===== config.mk =====
export PLATFORM = sky130hd
export DESIGN_NAME = line_buffer_window
export DESIGN_NICKNAME = d
export VERILOG_FILES = /design/src/rtl/line_buffer_window.sv
export SDC_FILE = /design/constraint.sdc
export NUM_CORES = 1
export LEC_CHECK = 0
export CAP_MARGIN = 25
export CORE_UTILIZATION = 35
export DETAILED_ROUTE_END_ITERATION = 7
export GPL_ROUTABILITY_DRIVEN = 1
export HOLD_SLACK_MARGIN = 0.08
export PLACE_DENSITY = 0.56
export SLEW_MARGIN = 10
export SYNTH_ARGS = -nofsm -noshare
export SYNTH_HDL_FRONTEND = slang
export SYNTH_SLANG_ARGS = --single-unit

===== constraint.sdc =====
create_clock -name clk -period 3.95 [get_ports clk]
set_input_delay 0.395 -clock clk [delete_from_list [all_inputs] [get_ports clk]]
set_output_delay 0.395 -clock clk [all_outputs]
set_load 0.01 [all_outputs]

===== src/rtl/line_buffer_window.sv =====
// ---------------------------------------------------------------------------
// line_buffer_window
// Streaming KxK sliding-window generator for a square feature map delivered
// in raster order, one pixel per accepted strobe. K-1 line buffers keep the
// previous rows, so each accepted pixel completes one vertical K-pixel
// column. That column is shifted into a KxK window register. A window is
// flagged valid only when it lies fully inside the map, so windows that
// would straddle a row boundary are never reported.
// ---------------------------------------------------------------------------
module line_buffer_window #(
    parameter int I_BW    = 8,
    parameter int IF_SIZE = 28,
    parameter int K       = 3
) (
    input  logic                  clk,
    input  logic                  global_rst_n,
    input  logic                  i_ce,
    input  logic                  i_rst,
    input  logic                  i_load_data,
    input  logic [I_BW-1:0]       i_data,
    output logic [K*K*I_BW-1:0]   o_window,
    output logic                  o_valid,
    output logic                  o_done
);

    localparam int              CW   = (IF_SIZE > 1) ? $clog2(IF_SIZE) : 1;
    localparam logic [CW-1:0]   LAST = CW'(IF_SIZE - 1);
    localparam logic [CW-1:0]   KM1  = CW'(K - 1);

    // Position of the pixel being accepted on the current edge.
    logic [CW-1:0]   r_row;
    logic [CW-1:0]   r_col;

    // Line buffers: index 0 holds the oldest row, index K-2 the newest one.
    logic [I_BW-1:0] r_lb  [K-1][IF_SIZE];

    // Window register: [row][col], row 0 oldest, col 0 leftmost.
    logic [I_BW-1:0] r_win [K][K];

    logic            r_valid;
    logic            r_done;

    // The K-pixel vertical column completed by the current input pixel.
    logic [I_BW-1:0] w_col [K];
    logic            w_accept;
    logic            w_col_last;
    logic            w_row_last;

    assign w_accept   = i_ce & i_load_data & ~i_rst;
    assign w_col_last = (r_col == LAST);
    assign w_row_last = (r_row == LAST);

    // Gather the stored pixels above the current position plus the new pixel.
    always_comb begin
        // NOTE: every element gets a value on every pass, so no latch is inferred.
        for (int j = 0; j < K; j++) begin
            w_col[j] = '0;
        end
        for (int j = 0; j < K - 1; j++) begin
            w_col[j] = r_lb[j][r_col];
        end
        w_col[K-1] = i_data;
    end

    // Raster position counters; a frame clear wins over an accept.
    always_ff @(posedge clk or negedge global_rst_n) begin
        // NOTE: state registers use non-blocking assignments so all flops see pre-edge values.
        if (!global_rst_n) begin
            r_row <= '0;
            r_col <= '0;
        end else if (i_rst) begin
            r_row <= '0;
            r_col <= '0;
        end else if (w_accept) begin
            if (w_col_last) begin
                r_col <= '0;
                r_row <= w_row_last ? '0 : r_row + CW'(1);
            end else begin
                r_col <= r_col + CW'(1);
            end
        end
    end

    // Line buffers: each column slot moves up one row and takes in the new pixel.
    always_ff @(posedge clk or negedge global_rst_n) begin
        // NOTE: this storage sits in flops and must come up as zero, so every entry is reset here.
        if (!global_rst_n) begin
            for (int j = 0; j < K - 1; j++) begin
                for (int x = 0; x < IF_SIZE; x++) begin
                    r_lb[j][x] <= '0;
                end
            end
        end else if (w_accept) begin
            for (int j = 0; j < K - 1; j++) begin
                r_lb[j][r_col] <= w_col[j+1];
            end
        end
    end

    // Window register: shift one column left and load the new column on the right.
    always_ff @(posedge clk or negedge global_rst_n) begin
        if (!global_rst_n) begin
            for (int r = 0; r < K; r++) begin
                for (int c = 0; c < K; c++) begin
                    r_win[r][c] <= '0;
                end
            end
        end else if (w_accept) begin
            for (int r = 0; r < K; r++) begin
                for (int c = 0; c < K - 1; c++) begin
                    r_win[r][c] <= r_win[r][c+1];
                end
                r_win[r][K-1] <= w_col[r];
            end
        end
    end

    // Valid/done flags: a window is complete once the K-1 fill rows and columns have passed.
    always_ff @(posedge clk or negedge global_rst_n) begin
        if (!global_rst_n) begin
            r_valid <= 1'b0;
            r_done  <= 1'b0;
        end else if (i_rst) begin
            r_valid <= 1'b0;
            r_done  <= 1'b0;
        end else begin
            r_valid <= w_accept && (r_row >= KM1) && (r_col >= KM1);
            r_done  <= w_accept && w_row_last && w_col_last;
        end
    end

    // Flatten the window so that element (r,c) sits at slot r*K+c.
    always_comb begin
        o_window = '0;
        for (int r = 0; r < K; r++) begin
            for (int c = 0; c < K; c++) begin
                o_window[(r*K+c)*I_BW +: I_BW] = r_win[r][c];
            end
        end
    end

    assign o_valid = r_valid;
    assign o_done  = r_done;

endmodule


==> run_results.csv <==
group,metric,value,unit
status,status,"finished, final reports clean",
clock_tree,tritoncts,"yes",
route,wl_met3,3160,um
synth,synth_area_leaders,"dfrtp_1, mux2_2, nand2_1",
sta,max_freq,341,MHz
global_route,grt_max_degree,103,
global_route,gr-total-overflow,0,
global_route,grt_use_total,19.0,%
clock_tree,cts_buffers,56,
setup_path,critPathTopFamily,"simple AND/OR/NAND/NOR gates",
setup_path,cp_num_buf_inv,2,
setup_path,cp_common_cell,"buf_4",
floorplan,die_area,68400,um2
placement,place_congestion,0.818,
clock_tree,cts_setup_buffers,0,
clock_tree,post_cts_resize_count,0,
finish,nNetsFinal,2122,
power_and_ir_drop,power_density,463,nW/um2
route,drt_iter0_drc,1438,
placement,dp_hpwl,41000,um
route,highest_layer,"met4",
placement,io_buffers,86,
power_and_ir_drop,ir_drop,0.369,mV
finish,drive_above_1_share,23.2,%
sta,hold_violations,0,
synth,yosys.area.top_type,"dfrtp_1",
setup_path,path_max_fanout,22,
global_route,grt_pass1_vias,16300,
floorplan,die_y,261,um
finish,layout-area-overhead-vs-synth,15.7,%
synth,synth-main-ff-cell,"dfrtp_1",
sta,post-route-period-util,74.3,%
synth,ys_warn_count,0,
power_and_ir_drop,leakage,12.6,nW
sta,worst_pin_slew,0.995,ns
worst_hold_path,hp-class,"in2reg",
finish,antenna_cells,0,
route,drt-met1-wl,30000,um
synth,syn_area,23600,um2
setup_path,cpPeakStageDelay,0.77,ns
synth,async_flop_share,100,%
setup_path,cp-start-kind,"flip-flop",
clock_tree,numClockSinks,532,
clock_tree,clk_pin_slew,0.06,ns
route,totalWireLength,63500,um
placement,dp.cells,2908,
synth,ys_seq_area_share,56.5,%
floorplan,core_area,66200,um2
sta,period_minus_slack,2.94,ns
job,maxCapViolCount,0,
setup_path,cp_slowest_cell,"dfrtp_2",
sta,worst_hold_slack,0.379,ns
clock_tree,htree_levels,2,
setup_path,critPathKind,"reg2reg",
clock_tree,insertion_delay,0.61,ns
synth,ys_ff_latch,532,
route,via_count,15900,
sta,fin_setup_tns,0,ns
placement,placed_cell_area,25400,um2
sta,fin_skew,0.0128,ns
route,drt_first_pass_iters,5,
floorplan,fp-row-count,94,
setup_path,required,4.42,ns
route,drc,0,
sta,rsz0062_at_grt,"no",
synth,synth-edff-count,0,
setup_path,critPathCaptureType,"flip-flop",
global_route,antenna_found_initial,1,
clock_tree,clock_path_buffers,3,
clock_tree,root_buffer,"clkbuf_16",
route,viasPerCell,5.29,
synth,synth_fp_nets,2063,
sta,drv_slew,0,
global_route,grt_pass1_wl,99200,um
floorplan,io_pins,87,
floorplan,die_w,261,um
route,drtAntennaViolNets,0,
finish,finalNonFillerCells,3006,
setup_path,cp_data_arrival_time,3.40,ns
synth,synth.top_cell.area_share,56.5,%
route,wl_met2,28600,um
setup_path,crit_path_cell_trace,"buf_4, nand4bb_1, o22ai_1, or4_1, a21oi_2, buf_4, a21oi_1",
sta,finalSetupViolations,0,
synth,yosysUniqueCellTypes,49,
floorplan,initial_core_util,35.6,%
sta,slew-limit-headroom,33.6,%
route,post_drt_wl_per_cell,21.1,um
synth,syn_area_per_cell,11.5,um2
finish,fillers,6180,
finish,fin_area,27300,um2
synth,synth_cells,2044,
cells in the final DEF (no fill, tap or decap), types with 6 or more instances in the layout:
master and n:
a31oi_1 12, nor4_1 9, nor2b_1 9, a21oi_1 106
clkdlybuf4s50_1 82, o22ai_1 39, clkbuf_1 16, nand3_1 18
or4_1 6, a22oi_1 12, nor2_1 151, a21oi_2 8
nor3_1 8, clkbuf_8 17, buf_4 67, nand2_1 424
o21ai_0 70, mux2_2 248, o21ai_1 20, dfrtp_1 530
buf_12 6, clkbuf_16 57, mux4_2 62, nor2_2 10
ha_1 6, mux2i_1 81
sequential cells by signal, indices dropped and copies added, names as in the netlist:
| signal | flops |
|---|---|
| r_row | 5 |
| r_col | 5 |
| r_lb | 448 |
| o_window | 72 |
| o_done | 1 |
| o_valid | 1 |
tightest hold or removal path: stages:
cell     delay [ns]
buf_2          0.35
nand2_1        0.14
nand2_1        0.04
power breakdown:
part	switching, mW	leakage [nW]	internal [mW]
combinational	0.684	4.41	0.571
clock	2.15	0.918	3.27
sequential	0.205	7.28	5.72
final timing paths:
check	endpoint	start	cells past startpoint	slack, ns
setup / recovery	r_lb[259]$_DFFE_PN0P_	r_col[0]$_DFFE_PN0P_	7	1.01
hold / removal	r_lb[201]$_DFFE_PN0P_	i_data[1]	3	0.38
setup reg to reg	r_lb[259]$_DFFE_PN0P_	r_col[0]$_DFFE_PN0P_	7	1.01
hold reg to reg	o_window[3]$_DFFE_PN0P_	o_window[3]$_DFFE_PN0P_	2	0.47
max in group asynchronous	r_col[1]$_DFFE_PN0P_	global_rst_n	3	2.41
min in group asynchronous	o_window[30]$_DFFE_PN0P_	global_rst_n	2	0.39
routing by layer:
| layer | vias to the layer above | global-route usage, % |
|---|---|---|
| met4 | 0 | 6.02 |
| met3 | 92 | 2.75 |
| met5 | - | 0 |
| met1 | 8171 | 27.6 |
| li1 | 7211 | - |
| met2 | 417 | 29.3 |
logic make-up (layout without fill, tap and decap cells):
logic type	count (synthesis)	in the layout	synth area share, %
flip-flops	532	532	56.5
buffers and inverters	163	261	3.45
XOR/XNOR	1	1	0.0372
AO/OA/AOI/OAI	285	285	6.83
adder cells (fa/ha/maj)	6	6	0.319
multiplexers	391	391	21.2
AND/OR/NAND/NOR	666	666	11.7
timing repair:
action	CTS	global route
endpoints found under the setup margin	0	0
endpoints found under the hold margin	86	0
hold buffers	1	0
cell type report:
| type | count | area (um2) | share of cell area [%] |
|---|---|---|---|
| clock buffer | 90 | 1720 | 6.31 |
| clock inverter | 7 | 166 | 0.610 |
| inverter | 4 | 15.0 | 0.0551 |
| multi-input combinational | 1349 | 9470 | 34.8 |
| sequential | 532 | 13300 | 48.9 |
| tap | 864 | 1080 | 3.97 |
| timing repair buffer | 160 | 1480 | 5.44 |
cell usage after synthesis, types with 20 or more instances:
| cell | number |
|---|---|
| nand2_1 | 424 |
| buf_4 | 20 |
| o21ai_0 | 70 |
| nor2_1 | 161 |
| clkbuf_1 | 84 |
| mux2_2 | 248 |
| dfrtp_1 | 532 |
| o21ai_1 | 20 |
| o22ai_1 | 39 |
| mux2i_1 | 81 |
| buf_2 | 46 |
| a21oi_1 | 106 |
| mux4_2 | 62 |
metrics by stage:
stage	total power, mW	util, %	worst slack (ns)
finish	12.6	41.2	1.01
global placement	7.26	38.3	1.04
global route	13.1	41.2	0.810
CTS	12.8	41.2	0.987
detailed placement	7.30	38.3	1.02
floorplan	6.56	-	1.47
Note: power is estimated with default switching activity, not from simulation.
